`src/rtl/reorder_buffer.sv`:
```
// rtl/reorder_buffer.sv - circular in-order reorder buffer, two-wide allocate/retire.
// Optional head-exception squash is enabled by defining ROB_FLUSH_EN.
module reorder_buffer #(
    parameter int ROB_DEPTH     = 16,
    parameter int MACHINE_WIDTH = 2,
    parameter int CMT_PORTS     = 2,
    parameter int AW            = $clog2(ROB_DEPTH)
) (
    input  logic                        clk,
    input  logic                        resetn,
    input  logic [MACHINE_WIDTH-1:0]    alloc_valid,
    input  logic [MACHINE_WIDTH*5-1:0]  alloc_dst,
    input  logic [MACHINE_WIDTH*32-1:0] alloc_pcplus8,
    input  logic [MACHINE_WIDTH-1:0]    alloc_exc,
    input  logic [MACHINE_WIDTH*5-1:0]  alloc_exccode,
    output logic                        alloc_ready,
    output logic [MACHINE_WIDTH*AW-1:0] alloc_addr,
    input  logic [CMT_PORTS-1:0]        cmt_valid,
    input  logic [CMT_PORTS*AW-1:0]     cmt_addr,
    input  logic [CMT_PORTS*32-1:0]     cmt_data,
    output logic [MACHINE_WIDTH-1:0]    retire_valid,
    output logic [MACHINE_WIDTH*5-1:0]  retire_dst,
    output logic [MACHINE_WIDTH*32-1:0] retire_data,
    output logic [MACHINE_WIDTH*32-1:0] retire_pcplus8,
    output logic [MACHINE_WIDTH-1:0]    retire_exc,
    output logic [MACHINE_WIDTH*5-1:0]  retire_exccode,
    output logic                        flush
);
    logic [ROB_DEPTH-1:0] valid_q, complete_q, exc_q;
    logic [4:0]           dst_q     [ROB_DEPTH];
    logic [4:0]           exccode_q [ROB_DEPTH];
    logic [31:0]          data_q    [ROB_DEPTH];
    logic [31:0]          pcplus8_q [ROB_DEPTH];

    logic [AW-1:0] head_q, head_d, tail_q, tail_d, head1, tail1;
    logic [AW:0]   count_q, count_d, n_alloc, n_ret;
    logic          r0, r1, flush_w;
    logic [1:0]    alloc_fire;

    assign head1 = head_q + AW'(1);
    assign tail1 = tail_q + AW'(1);

    always_comb begin
        r0 = valid_q[head_q] & complete_q[head_q];
        r1 = r0 & valid_q[head1] & complete_q[head1];
`ifdef ROB_FLUSH_EN
        // An excepting head retires alone and squashes everything behind it.
        r1      = r1 & ~exc_q[head_q];
        flush_w = r0 & exc_q[head_q];
`else
        flush_w = 1'b0;
`endif
        alloc_ready   = (count_q <= (AW+1)'(ROB_DEPTH - MACHINE_WIDTH)) && !flush_w;
        alloc_fire[0] = alloc_ready & alloc_valid[0];
        alloc_fire[1] = alloc_ready & alloc_valid[0] & alloc_valid[1];
        n_alloc = (AW+1)'(alloc_fire[0]) + (AW+1)'(alloc_fire[1]);
        n_ret   = (AW+1)'(r0) + (AW+1)'(r1);
        if (flush_w) begin
            head_d  = '0;
            tail_d  = '0;
            count_d = '0;
        end else begin
            head_d  = head_q + n_ret[AW-1:0];
            tail_d  = tail_q + n_alloc[AW-1:0];
            count_d = count_q + n_alloc - n_ret;
        end
    end

    assign alloc_addr     = {tail1, tail_q};
    assign retire_valid   = {r1, r0};
    assign retire_dst     = {dst_q[head1], dst_q[head_q]};
    assign retire_data    = {data_q[head1], data_q[head_q]};
    assign retire_pcplus8 = {pcplus8_q[head1], pcplus8_q[head_q]};
    assign retire_exc     = {exc_q[head1], exc_q[head_q]};
    assign retire_exccode = {exccode_q[head1], exccode_q[head_q]};
    assign flush          = flush_w;

    always_ff @(posedge clk or negedge resetn) begin
        if (!resetn) begin
            head_q     <= '0;
            tail_q     <= '0;
            count_q    <= '0;
            valid_q    <= '0;
            complete_q <= '0;
            exc_q      <= '0;
            for (int i = 0; i < ROB_DEPTH; i++) begin
                dst_q[i]     <= '0;
                exccode_q[i] <= '0;
                data_q[i]    <= '0;
                pcplus8_q[i] <= '0;
            end
        end else begin
            head_q  <= head_d;
            tail_q  <= tail_d;
            count_q <= count_d;
            if (flush_w) begin
                valid_q    <= '0;
                complete_q <= '0;
            end else begin
                // Later ports overwrite earlier ones on an address collision.
                for (int j = 0; j < CMT_PORTS; j++) begin
                    if (cmt_valid[j] && valid_q[cmt_addr[j*AW +: AW]]) begin
                        complete_q[cmt_addr[j*AW +: AW]] <= 1'b1;
                        data_q[cmt_addr[j*AW +: AW]]     <= cmt_data[j*32 +: 32];
                    end
                end
                if (r0) begin
                    valid_q[head_q]    <= 1'b0;
                    complete_q[head_q] <= 1'b0;
                end
                if (r1) begin
                    valid_q[head1]    <= 1'b0;
                    complete_q[head1] <= 1'b0;
                end
                if (alloc_fire[0]) begin
                    valid_q[tail_q]    <= 1'b1;
                    complete_q[tail_q] <= alloc_exc[0];
                    exc_q[tail_q]      <= alloc_exc[0];
                    dst_q[tail_q]      <= alloc_dst[4:0];
                    exccode_q[tail_q]  <= alloc_exccode[4:0];
                    pcplus8_q[tail_q]  <= alloc_pcplus8[31:0];
                    data_q[tail_q]     <= '0;
                end
                if (alloc_fire[1]) begin
                    valid_q[tail1]    <= 1'b1;
                    complete_q[tail1] <= alloc_exc[1];
                    exc_q[tail1]      <= alloc_exc[1];
                    dst_q[tail1]      <= alloc_dst[9:5];
                    exccode_q[tail1]  <= alloc_exccode[9:5];
                    pcplus8_q[tail1]  <= alloc_pcplus8[63:32];
                    data_q[tail1]     <= '0;
                end
            end
        end
    end
endmodule

```
`config.mk`:
```
export PLATFORM = sky130hd
export DESIGN_NAME = reorder_buffer
export DESIGN_NICKNAME = d
export VERILOG_FILES = /design/src/rtl/reorder_buffer.sv
export SDC_FILE = /design/constraint.sdc
export NUM_CORES = 2
export LEC_CHECK = 0
export BUFFER_PORTS_ARGS = -buffer_cell sky130_fd_sc_hd__buf_2
export CORE_ASPECT_RATIO = 0.8
export CORE_UTILIZATION = 45
export DETAILED_ROUTE_END_ITERATION = 8
export SETUP_SLACK_MARGIN = 0.4
export SYNTH_ARGS = -nofsm -noshare
export SYNTH_HDL_FRONTEND = slang
export SYNTH_SLANG_ARGS = --single-unit
```
`constraint.sdc`:
```
create_clock -name clk -period 9 [get_ports clk]
set_clock_uncertainty 0.1 [all_clocks]
set_input_delay 0.9 -clock clk [delete_from_list [all_inputs] [get_ports clk]]
set_output_delay 0.9 -clock clk [all_outputs]
set_load 0.1 [all_outputs]
```
# [After elaboration in Yosys (flattened, before gate mapping)]
# Cells that the tools add are included.
[op_classes] add_sub_neg=8 mul=0 div=0 magnitude_cmp=23 n_eq_ne=0 n_shift=0 n_mux=98 n_bitwise=25 n_reduce_logical=12
[ops] cell="2-to-1 mux 512 bit" count=6
[ops] cell="bitwise mux 512 bit" count=4
[ops] cell="bitwise AND 512 bit" count=2
[ops] cell="inverter 512 bit" count=2
[ops] cell="binary-select mux 32 bit (select 4 bit)" count=4
[ops] cell="demux 32 bit (select 4 bit)" count=4
[ops] cell="2-to-1 mux 32 bit" count=12
[ops] cell="bitwise mux 80 bit" count=4
[ops] cell="2-to-1 mux 80 bit" count=4
[ops] cell="2-to-1 mux 16 bit" count=12
[ops] cell="binary-select mux 5 bit (select 4 bit)" count=4
[ops] cell="bitwise AND 16 bit" count=4
[ops] cell="bitwise mux 16 bit" count=4
[ops] cell="OR 16 bit" count=4
[ops] cell="2-to-1 mux 5 bit" count=10
[ops] cell="demux 5 bit (select 4 bit)" count=2
[ops] cell="binary-select mux 1 bit (select 4 bit)" count=8
[ops] cell="inverter 16 bit" count=2
[ops] cell="greater-or-equal comparator 5 bit, second input constant" count=6
[ops] cell="less-than comparator 4 x 5 -> 1 bit, second input constant" count=6
[ops] cell="inverter 4 -> 5 bit" count=6
[ops] cell="demux 1 bit (select 4 bit)" count=6
[ops] cell="greater-or-equal comparator 4 x 1 -> 1 bit, second input constant" count=6
[ops] cell="less-than comparator 5 x 1 -> 1 bit, second input constant" count=4
[ops] cell="9 further kinds" count=40
[word_totals] register_bits=1245 latchBits=0 mem_bits_rw=0 romBits=0 inputBits=164 output_inout_bits=162 memories=0

# [Logic depth before layout (Yosys ltp)]
[logic_depth] word_depth=16 ltp_mapped=23 ltp_nobuf=17

# [Worst setup path after synthesis]
# No wires, ideal clock.
[synth_path] path_kind="register to output" from="reg head_q[1]" to="out retire_data[32]" arrival_ns=3.719 required_time_ns=8.000 path_slack_ns=4.281 path_stages_with_launch=13 path_cell_list="dfrtp_1 buf_4 buf_4 clkbuf_1 buf_2 inv_1 ha_1 clkbuf_1 buf_2 buf_2 buf_2 mux4_2 mux4_2"
[synth_via] elab_chain_cells=5
[synth_lines] element="start, declared" line_no="35" text="logic [AW-1:0] head_q, head_d, tail_q, tail_d, head1, tail1;"
[synth_lines] element="start signal, assigned" line_no="80" text="head_q <= '0;"
[synth_lines] element="start signal, assigned" line_no="93" text="head_q <= head_d;"
[synth_lines] element="adder 4 x 1 -> 4 bit" line_no="40" text="assign head1 = head_q + AW'(1);"
[synth_lines] element="inverter 4 -> 5 bit (implied by the code)" line_no="72" text="assign retire_data = {data_q[head1], data_q[head_q]};"
[synth_lines] element="binary-select mux 32 bit (select 4 bit)" line_no="72"
[synth_lines] element="2-to-1 mux 32 bit (implied by the code) (2 in a row)" line_no="72"
[synth_lines] element="end, declared" line_no="23" text="output logic [MACHINE_WIDTH*32-1:0] retire_data,"
# No other way between the ends. The select of a mux whose other input is x is not followed.

# [Worst setup path after layout]
[layout_path] from="reg head_q[0]" to="out retire_data[58]"
# Same word-level chain as after synthesis.

==> run metrics <==
Resized cells post-CTS 0; Worst Hold Class in2async; post-synthesis simple-gate area fraction between 9 and 10%; Startpoint Class flop; Worst R2R End count_q[4]; first-pass GRT wire length 430,000 um; WP data required about 8000 ps; Syn Inst Count between 7,000 and 8,000; grt ovf 0; Fmax achieved roughly 160 MHz; xor and xnor area share after synthesis 0.155%; Area Growth Syn to Fin 9.04%; Max Fanout on Critical Path 116; vias in the first global route around 60,000; setup bufs post-CTS 0; Clock Tree Buf Depth 3; total track usage between 30% and 40%; Tmin final 6420 ps; Tcrit/Tclk final a little under three quarters; Main synth FF type dfrtp_1; synth warn 0; synthesized area per cell ~11 sq um; Detail Route Antenna Nets 0; critical path class reg2out; Seq cells post-synth ~1,200; Core Region between 150,000 and 200,000 sq um; DP HPWL 157,000 um; Vias/cell 6.80; design area around 85,000 sq um; Util after Layout 49.6%; Die Height 375 um; hold buffers post-CTS 0; Netlist cell types ~80; max_slew headroom between 10% and 20%; area of the multi-input gates between 40,000 and 50,000 sq um; initial cell density of the core 45.5%; outcome completed; Setup violations, final 0; largest net degree at the start of global routing around 170; Seq/Total Area, Yosys between 30 and 40%; FF-to-FF setup slack 2990 ps; layout net count about 7,000; post-synthesis compound-gate area fraction around a tenth; FF-to-FF Start head_q[0]; max-capacitance violation count 0; Synth Area in Adders 0.467%; largest family of logic cells by synthesized area multiplexers; GPL Wtd Cong between 0.8 and 0.9; CTS Buf Count 143; Cell Area, Synth about 80,000 sq um; Slew @ Worst Pin between 1000 and 1500 ps; Rows 136; ys async rst share 100%; dpl ws a little under 3000 ps; worst skew pair latency ~790 ps; WL/cell between 30 and 40 um; RSZ-0062 raised after global routing no; Setup Total Neg Slack 0 ps; Mapped Nets roughly 7,300; clock transition at the registers of the reported paths about 60 ps; critical path capture point type primary output; WP data arrival 5420 ps; initial antenna violation count 56; io pins roughly 330; placed cell area slightly above 80,000 sq um; EDFF count, synth 0; r2r worst-path depth 17; Final WS setup between 2000 and 3000 ps; IO Port Bufs 324; layout cell share with drive strength beyond 1 approximately 22%; Fillers around 15,000; Hold Violations, Final 0; mux cell area share after synthesis a little over a third; CTS tree yes; DRT iter0 DRCs 8,151; DRT Wirelength a little under 300,000 um; die width ~470 um; first drt pass iteration count 6; CTS sink cnt about 1,200; register area just over 30,000 sq um; die footprint between 150,000 and 200,000 sq um; drc violations 0; DR vias approximately 63,000; H-tree levels 4; Slew Limit Fails 0; clock root buffer clkbuf_16
[cell families after synthesis]
family	after synthesis
DFF	1245
muxes	1780
AOI/OAI and AO/OA	1318
xor gates and xnor gates	13
and+or+nand+nor	1800
other	1
adders and majority gates	28
buffers and inverters	902
[layer usage]
layer  wire length, um  up-vias  track usage [%]
met5               205        -                0
met4             13900       34             14.7
met3             34000      763             8.88
met2            131000     4173             48.9
met1            116000    31913             46.5
li1                  -    25685                -
[cells in the final DEF, fill, tap and decap left out, types with 6 or more instances in the layout]
cell,Yosys,routed
dfrtp_1,1245,1242
nor2_1,1058,1058
mux2i_1,1023,1023
mux4_2,753,753
nand2_1,603,575
a211oi_1,519,519
a21oi_1,364,363
buf_2,273,323
o21ai_0,183,183
a31oi_1,179,179
clkbuf_16,0,145
buf_4,18,91
clkbuf_1,380,36
inv_1,30,30
clkbuf_8,0,28
diode_2,0,26
ha_1,26,25
nand3_1,45,24
nand3_4,0,21
nand2_4,1,18
clkinv_2,0,17
and3_4,3,16
nand2_2,2,13
nor2b_1,12,12
buf_12,0,11
xnor2_1,10,10
a22oi_1,10,10
bufinv_16,0,10
nand4_1,8,8
a31o_2,8,8
nand2b_1,6,6
o22ai_1,6,6
and2_1,6,6
and3_1,19,6
a21o_1,6,6
inv_6,0,6
[per-stage QoR]
stage | instances | hold slack, ps
after detailed placement | 8923 | 391
after global routing | 9199 | 79.8
final | 9202 | 34.0
after CTS | 9176 | 39.2
after global placement | 8923 | 392
after floorplan | 7087 | 351
[worst max-delay path, cell delays in order (launching register included)]
cell	delay, ps
dfrtp_4	1050
inv_2	220
ha_4	900
buf_12	790
mux4_2	620
mux4_2	540
buf_2	320
[worst max-delay path by stage]
stage                     slack, ps  cells past startpoint      start                 end
final                          2580                      6  head_q[0]     retire_data[58]
after global routing           2240                      6  head_q[0]  retire_pcplus8[37]
after CTS                      2460                      6  head_q[0]  retire_pcplus8[37]
after detailed placement       2940                     17  head_q[0]          count_q[4]
after global placement         3040                     17  head_q[0]          count_q[4]
after floorplan                4280                     12  head_q[1]     retire_data[32]
[area by class of cell]
type | instances | share of cell area, %
timing repair buffer | 425 | 2.95
clock buffer | 209 | 4.86
sequential | 1245 | 36.5
tap | 2277 | 3.34
clock inverter | 44 | 0.699
antenna | 26 | 0.0762
multi-input combinational | 4940 | 51.4
inverter | 36 | 0.167
[cell usage after synthesis (all sizes together), types with 2 or more instances]
library cell  instances  share of area (%)
nand4b                3              0.034
a31oi               179                1.4
inv                  36               0.17
a211o                 2              0.022
or2                   5              0.040
and4                  3              0.037
o21a                  3              0.029
o21bai                5              0.053
xor2                  3              0.043
o211ai                4              0.038
o211a                 2              0.026
a22o                  2              0.022
o21ai               185                1.2
and3                 22               0.19
a32oi                 4              0.045
buf                 486                2.9
o31ai                 2              0.019
nand3                46               0.30
clkbuf              380                1.8
o22ai                 6              0.048
nand3b                2              0.019
nand2               606                2.9
a22oi                10              0.096
dfrtp              1245                 40
nor2               1063                5.1
a211oi              520                5.0
nor2b                12              0.096
mux4                755                 22
nand4                 9              0.080
mux2                  2              0.029
nor3                 11               0.10
nand2b                6              0.048
a21o                  6              0.058
mux2i              1023                 13
ha                   26               0.42
and2                  8              0.067
a21oi               366                2.4
a21boi                3              0.029
xnor2                10               0.11
a31o                 12               0.13
fa                    2              0.051
[sequential cells by signal (all words and copies together), names as in the netlist, 5 cells and up]
| name | cells |
|---|---|
| exccode_q | 80 |
| valid_q | 16 |
| complete_q | 16 |
| count_q | 5 |
| dst_q | 80 |
| exc_q | 16 |
| pcplus8_q | 512 |
| data_q | 512 |
Power is left out: the tool's default activity adds up to more than one toggle a clock period on the data nets, which glitch-free logic cannot reach.
